<file path="src/rtl/rffe_slave.sv">
// MIPI RFFE slave (responder) model for pin-side loopback of the MIPI master.
// Decodes Register-0 Write, Register Write and Register Read sequences and
// holds a 32 x 8 register file.
//
// Output pulse semantics: o_wr_vld and o_par_err are single-clk strobes with
// no back-pressure. o_wr_addr / o_wr_data are valid in the clk where
// o_wr_vld is high and hold their value until the next commit. o_sdata is
// meaningful only while o_sdata_en is high. dbg_state exposes the frame FSM.
module rffe_slave #(
  parameter int         SYNC_STAGES = 2,
  parameter int         REG_NUM     = 32,
  parameter logic [7:0] RST_REG0    = 8'h00
) (
  input  logic       clk,
  input  logic       rst_n,
  input  logic [3:0] i_usid,
  input  logic       i_sclk,
  input  logic       i_sdata,
  output logic       o_sdata,
  output logic       o_sdata_en,
  output logic       o_wr_vld,
  output logic [4:0] o_wr_addr,
  output logic [7:0] o_wr_data,
  output logic       o_par_err,
  output logic       o_busy,
  output logic [2:0] dbg_state
);

  localparam logic [2:0] ST_IDLE  = 3'd0;
  localparam logic [2:0] ST_CMD   = 3'd1;
  localparam logic [2:0] ST_WDATA = 3'd2;
  localparam logic [2:0] ST_PARK  = 3'd3;
  localparam logic [2:0] ST_RPARK = 3'd4;
  localparam logic [2:0] ST_RDATA = 3'd5;

  logic [SYNC_STAGES-1:0] sclk_sync;
  logic [SYNC_STAGES-1:0] sdata_sync;
  logic                   sclk_s;
  logic                   sdata_s;
  logic                   sclk_d;
  logic                   sdata_d;
  logic                   sclk_rise;
  logic                   sclk_fall;
  logic                   sdata_rise;
  logic                   sdata_fall;
  logic                   ssc_armed;
  logic                   ssc_done;

  logic [2:0]             state;
  logic [3:0]             bit_cnt;
  logic [11:0]            shift_sr;
  logic [4:0]             addr;
  logic [8:0]             rd_sr;
  logic [7:0]             regs [REG_NUM];

  logic [12:0]            cmd_word;
  logic [3:0]             cmd_sa;
  logic [7:0]             cmd_c;
  logic                   cmd_par_ok;
  logic                   sa_match;
  logic [8:0]             data_word;
  logic                   data_par_ok;

  // Bring the asynchronous pin signals into the clk domain.
  always_ff @(posedge clk or negedge rst_n) begin
    if (!rst_n) begin
      sclk_sync  <= '0;
      sdata_sync <= '0;
    end else begin
      sclk_sync  <= {sclk_sync[SYNC_STAGES-2:0], i_sclk};
      sdata_sync <= {sdata_sync[SYNC_STAGES-2:0], i_sdata};
    end
  end

  assign sclk_s  = sclk_sync[SYNC_STAGES-1];
  assign sdata_s = sdata_sync[SYNC_STAGES-1];

  // Previous synchronized values for edge detection.
  always_ff @(posedge clk or negedge rst_n) begin
    if (!rst_n) begin
      sclk_d  <= 1'b0;
      sdata_d <= 1'b0;
    end else begin
      sclk_d  <= sclk_s;
      sdata_d <= sdata_s;
    end
  end

  assign sclk_rise  = sclk_s & ~sclk_d;
  assign sclk_fall  = ~sclk_s & sclk_d;
  assign sdata_rise = sdata_s & ~sdata_d;
  assign sdata_fall = ~sdata_s & sdata_d;

  // SSC: an SDATA pulse while SCLK stays low. Any SCLK high phase disarms,
  // so data transitions launched around SCLK rise never look like an SSC.
  always_ff @(posedge clk or negedge rst_n) begin
    if (!rst_n) begin
      ssc_armed <= 1'b0;
    end else if (sclk_s || ssc_done) begin
      ssc_armed <= 1'b0;
    end else if (sdata_rise) begin
      ssc_armed <= 1'b1;
    end
  end

  assign ssc_done = ssc_armed & ~sclk_s & sdata_fall;

  // Frame words as they stand on the final falling edge (new bit appended).
  assign cmd_word    = {shift_sr, sdata_s};
  assign cmd_sa      = cmd_word[12:9];
  assign cmd_c       = cmd_word[8:1];
  assign cmd_par_ok  = ^cmd_word;
  assign sa_match    = (cmd_sa == i_usid) || (cmd_sa == 4'h0);
  assign data_word   = {shift_sr[7:0], sdata_s};
  assign data_par_ok = ^data_word;

  // Frame FSM, register file and all registered outputs.
  always_ff @(posedge clk or negedge rst_n) begin
    if (!rst_n) begin
      state      <= ST_IDLE;
      bit_cnt    <= 4'd0;
      shift_sr   <= 12'd0;
      addr       <= 5'd0;
      rd_sr      <= 9'd0;
      o_sdata    <= 1'b0;
      o_sdata_en <= 1'b0;
      o_wr_vld   <= 1'b0;
      o_wr_addr  <= 5'd0;
      o_wr_data  <= 8'd0;
      o_par_err  <= 1'b0;
      for (int i = 0; i < REG_NUM; i++) begin
        regs[i] <= (i == 0) ? RST_REG0 : 8'h00;
      end
    end else begin
      o_wr_vld  <= 1'b0;
      o_par_err <= 1'b0;
      if (ssc_done) begin
        // A new SSC always restarts the frame; partial writes are dropped.
        state      <= ST_CMD;
        bit_cnt    <= 4'd0;
        o_sdata    <= 1'b0;
        o_sdata_en <= 1'b0;
      end else begin
        case (state)
          ST_CMD: begin
            if (sclk_fall) begin
              shift_sr <= cmd_word[11:0];
              if (bit_cnt == 4'd12) begin
                bit_cnt <= 4'd0;
                if (!cmd_par_ok) begin
                  o_par_err <= 1'b1;
                  state     <= ST_IDLE;
                end else if (!sa_match) begin
                  state <= ST_IDLE;
                end else if (cmd_c[7]) begin
                  regs[0]   <= {1'b0, cmd_c[6:0]};
                  o_wr_vld  <= 1'b1;
                  o_wr_addr <= 5'd0;
                  o_wr_data <= {1'b0, cmd_c[6:0]};
                  state     <= ST_PARK;
                end else if (cmd_c[7:5] == 3'b010) begin
                  addr  <= cmd_c[4:0];
                  state <= ST_WDATA;
                end else if ((cmd_c[7:5] == 3'b011) && (cmd_sa != 4'h0)) begin
                  addr  <= cmd_c[4:0];
                  state <= ST_RPARK;
                end else begin
                  // Broadcast reads and unsupported commands are ignored.
                  state <= ST_IDLE;
                end
              end else begin
                bit_cnt <= bit_cnt + 4'd1;
              end
            end
          end
          ST_WDATA: begin
            if (sclk_fall) begin
              shift_sr <= cmd_word[11:0];
              if (bit_cnt == 4'd8) begin
                bit_cnt <= 4'd0;
                if (data_par_ok) begin
                  regs[addr] <= data_word[8:1];
                  o_wr_vld   <= 1'b1;
                  o_wr_addr  <= addr;
                  o_wr_data  <= data_word[8:1];
                  state      <= ST_PARK;
                end else begin
                  o_par_err <= 1'b1;
                  state     <= ST_IDLE;
                end
              end else begin
                bit_cnt <= bit_cnt + 4'd1;
              end
            end
          end
          ST_PARK: begin
            if (sclk_fall) begin
              state <= ST_IDLE;
            end
          end
          ST_RPARK: begin
            // Master parks the bus; capture the read word with odd parity.
            if (sclk_fall) begin
              rd_sr   <= {regs[addr], ~^regs[addr]};
              bit_cnt <= 4'd0;
              state   <= ST_RDATA;
            end
          end
          ST_RDATA: begin
            if (sclk_rise) begin
              if (bit_cnt < 4'd9) begin
                o_sdata_en <= 1'b1;
                o_sdata    <= rd_sr[8];
                rd_sr      <= {rd_sr[7:0], 1'b0};
                bit_cnt    <= bit_cnt + 4'd1;
              end else if (bit_cnt == 4'd9) begin
                // Slave bus park: drive low for one cycle before release.
                o_sdata <= 1'b0;
                bit_cnt <= 4'd10;
              end
            end else if (sclk_fall && (bit_cnt == 4'd10)) begin
              o_sdata_en <= 1'b0;
              bit_cnt    <= 4'd0;
              state      <= ST_IDLE;
            end
          end
          default: begin
            state <= ST_IDLE;
          end
        endcase
      end
    end
  end

  assign o_busy    = (state != ST_IDLE);
  assign dbg_state = state;

endmodule

</file>
<file path="config.mk">
export PLATFORM = sky130hd
export DESIGN_NAME = rffe_slave
export DESIGN_NICKNAME = d
export VERILOG_FILES = /design/src/rtl/rffe_slave.sv
export SDC_FILE = /design/constraint.sdc
export NUM_CORES = 1
export LEC_CHECK = 0
export CAP_MARGIN = 30
export CORE_ASPECT_RATIO = 2
export CORE_MARGIN = 2
export CORE_UTILIZATION = 40
export CTS_BUF_LIST = sky130_fd_sc_hd__clkbuf_4 sky130_fd_sc_hd__clkbuf_8
export DETAILED_ROUTE_END_ITERATION = 7
export SLEW_MARGIN = 20
export SYNTH_ARGS = -nofsm -noshare
export SYNTH_HDL_FRONTEND = slang
export SYNTH_SLANG_ARGS = --single-unit
</file>
<file path="constraint.sdc">
create_clock -name clk -period 3.48 [get_ports clk]
set_input_delay 0.522 -clock clk [delete_from_list [all_inputs] [get_ports clk]]
set_output_delay 0.522 -clock clk [all_outputs]
set_load 0.05 [all_outputs]
</file>
==> flow_summary.toml <==
[place]
placedCellCount = 1638
place_congestion = 0.881
pre_cts_ws_ps = 332
detailed_place_hpwl_mm = 28.2
dpl_cell_area_um2 = 16000
port_buffers = 28

[die]
core_area_um2 = 36400
die_h_um = 275
rows = 99
die_w_um = 140
die_area_um2 = 38400
io_pins = 29
start_util_pct = 40.4

[sta]
hold_slack_ps = 357
fin_tns_setup_ps = 0
min_period_over_period_pct = 91.1
clock_skew_ps = 14.8
finalHoldViolCount = 0
tightest_slew_ps = 814
setup_viol = 0
worst_slack_ps = 309
fmax_mhz = 315
rsz0062_at_grt = "no"
fin_crit_ps = 3170
slew_viol_final = 0
max_slew_margin_pct = 45.7

[power]
power_density_nw_per_um2 = 401
power.total_mw = 6.73
p_leak_nw = 7.55
vdd_ir_drop_max_mv = 0.352

[global_route]
grt_pass1_wl_mm = 62.1
grt_pass1_vias = 10400
grt_use_total_pct = 21.3
grt_overflow_total = 0
antenna_found_initial = 1
grt_max_degree = 83

[critical_path]
crit_arrival_ps = 3620
worstPathMaxFanout = 8
worstPathRequired_ps = 3930
ff2ff_path_depth = 10
crit_type = "flop to flop"
end_kind = "flop"
r2r-start = "shift_sr[5]$_DFFE_PN0P_"
r2r_setup_slack_ps = 310
worstSetupStartpointType = "flop"
reg2reg_to = "regs[9]$_DFFE_PN0P_"

[logic_synthesis]
synth_ff_type = "dfrtp_1"
synth_fp_nets = 1169
ys_seq_area_share_pct = 53.3
yosysTopAreaCell = "dfrtp_1"
yosys-top-cells-area = "dfrtp_1 53%, mux2_2 19%, mux2i_1 9.3%, o22ai_1 2.8%, nand2_1 1.9%"
yosysWarnings = 0
synth_area_um2 = 14700
synth_most_common_cell = "dfrtp_1"
syn_avg_cell_area_um2 = 12.7
synth_seq_cells = 313
synth-edff-count = 0
ys_types = 56
netlist_instances = 1155
synth_commonest_cells = "313 x dfrtp_1, 253 x mux2_2, 136 x mux2i_1"
ys_async_sr_fraction_pct = 100
synth_top_area_share_pct = 53.3

[hold_path]
min_from = "sdata_sync[0]$_DFF_PN0_"
hp-class = "flop to flop"
worstHoldEndpoint = "sdata_sync[1]$_DFF_PN0_"
hold_path_depth = 0

[finish]
syn2layout_area_growth_pct = 14.3
drive_above_1_share_pct = 34.2
fin_area_um2 = 16800
final_util_pct = 46.2
fin_cells = 1711
nets = 1246

[run_status]
status = "finished, violations left"
violations = "DRC"

[cts]
root_buffer = "clkbuf_8"
h-tree-depth = 2
cts_buffer_depth = 3
cts_tree = "done"
ctsResizeCount = 0
clock-sinks = 313
path_clk_slew_ps = 70
clkLatencyLatePin_ps = 570
cts-buffers-inserted = 44

[routing]
dr_total_vias = 9665
drt_wl_total_mm = 40.4
drt_first_pass_iters = 8
detail_route.wl_per_cell_um = 23.6
drtAntennaViolNets = 0
avgViaCountPerCell = 5.65
drcViolationCount = 1
first_iter_violations = 457

[run]
max_cap_viol_count = 0
-- power breakdown --
part	internal, mW	switching, mW
Sequential	3.66	0.0276
Combinational	0.0606	0.163
Clock	1.48	1.35
Total	5.20	1.54
-- critical path, cell delays in order, from the launching register on --
cell,delay [ps]
dfrtp_1,350
inv_1,60
ha_1,310
xnor2_1,140
xnor2_1,240
xor2_1,200
nor4_4,400
nand2_1,110
or2_1,330
nor2_2,510
mux2_2,410
-- cell families after synthesis --
family,share of synthesized area [%]
mux,29.5
flops,53.3
simple gates,6.85
compound gates,5.99
buf+inv,2.28
xor+xnor,1.51
fa+ha+maj,0.579
-- sequential cells by signal, indices dropped and copies added, names as in the netlist --
register    count
rd_sr           9
o_sdata         1
ssc_armed       1
sdata_d         1
bit_cnt         4
o_sdata_en      1
sdata_sync      2
o_wr_vld        1
regs          256
o_wr_data       8
shift_sr       12
sclk_sync       2
dbg_state       3
o_wr_addr       5
addr            5
o_par_err       1
sclk_d          1
-- final cells by class --
| type | instances | area (um2) |
|---|---|---|
| sequential | 313 | 7840 |
| clock buffer | 67 | 816 |
| tap | 454 | 568 |
| inverter | 7 | 26.3 |
| fill | 3321 | 19600 |
| multi-input combinational | 756 | 6540 |
| clock inverter | 3 | 17.5 |
| timing repair buffer | 110 | 1000 |
| antenna | 1 | 2.50 |
-- timing repair --
action,CTS,global route
endpoints found under the hold margin,77,0
hold buffers,1,0
setup buffers,0,1
endpoints found under the setup margin,0,6
-- metal layers --
metal  part of all wire [%]  global-route usage [%]
met3                    2.3                    2.12
met5                      0                       0
met4                    6.9                    13.3
met2                     56                    41.8
met1                     35                    21.0
-- worst max path at each step --
stage / cells past startpoint / startpoint / slack, ps / to
final: 10 / shift_sr[5]$_DFFE_PN0P_ / 310 / regs[9]$_DFFE_PN0P_
after global routing: 10 / shift_sr[5]$_DFFE_PN0P_ / 90 / regs[156]$_DFFE_PN0P_
after CTS: 10 / shift_sr[5]$_DFFE_PN0P_ / 300 / regs[24]$_DFFE_PN0P_
after detailed placement: 10 / shift_sr[5]$_DFFE_PN0P_ / 330 / regs[9]$_DFFE_PN0P_
after global placement: 10 / shift_sr[5]$_DFFE_PN0P_ / 370 / regs[27]$_DFFE_PN0P_
after floorplan: 12 / shift_sr[5]$_DFFE_PN0P_ / 350 / regs[136]$_DFFE_PN0P_
-- cell usage in the layout, fill, tap and decap left out, types with 3 or more instances in the layout --
cell type | synthesis | final
dfrtp_1 | 313 | 312
mux2_2 | 253 | 253
mux2i_1 | 136 | 136
nand2_1 | 75 | 75
buf_4 | 0 | 73
o22ai_1 | 65 | 65
clkbuf_8 | 0 | 50
o21ai_0 | 39 | 39
clkdlybuf4s50_1 | 0 | 27
nor2_1 | 26 | 26
xnor2_1 | 20 | 20
nor4_1 | 18 | 18
clkbuf_4 | 0 | 17
nand3_1 | 13 | 13
nor2b_1 | 10 | 10
a22o_1 | 9 | 9
mux2_4 | 8 | 8
buf_12 | 0 | 8
nor3_1 | 7 | 7
inv_1 | 6 | 6
a21oi_1 | 6 | 6
nand4bb_1 | 6 | 6
ha_1 | 6 | 6
or4b_2 | 5 | 5
nand4b_1 | 5 | 5
nand4_1 | 4 | 4
and3_1 | 3 | 3
nor3_2 | 3 | 3
nor2_2 | 3 | 3
Note: power is estimated with default switching activity, not from simulation.
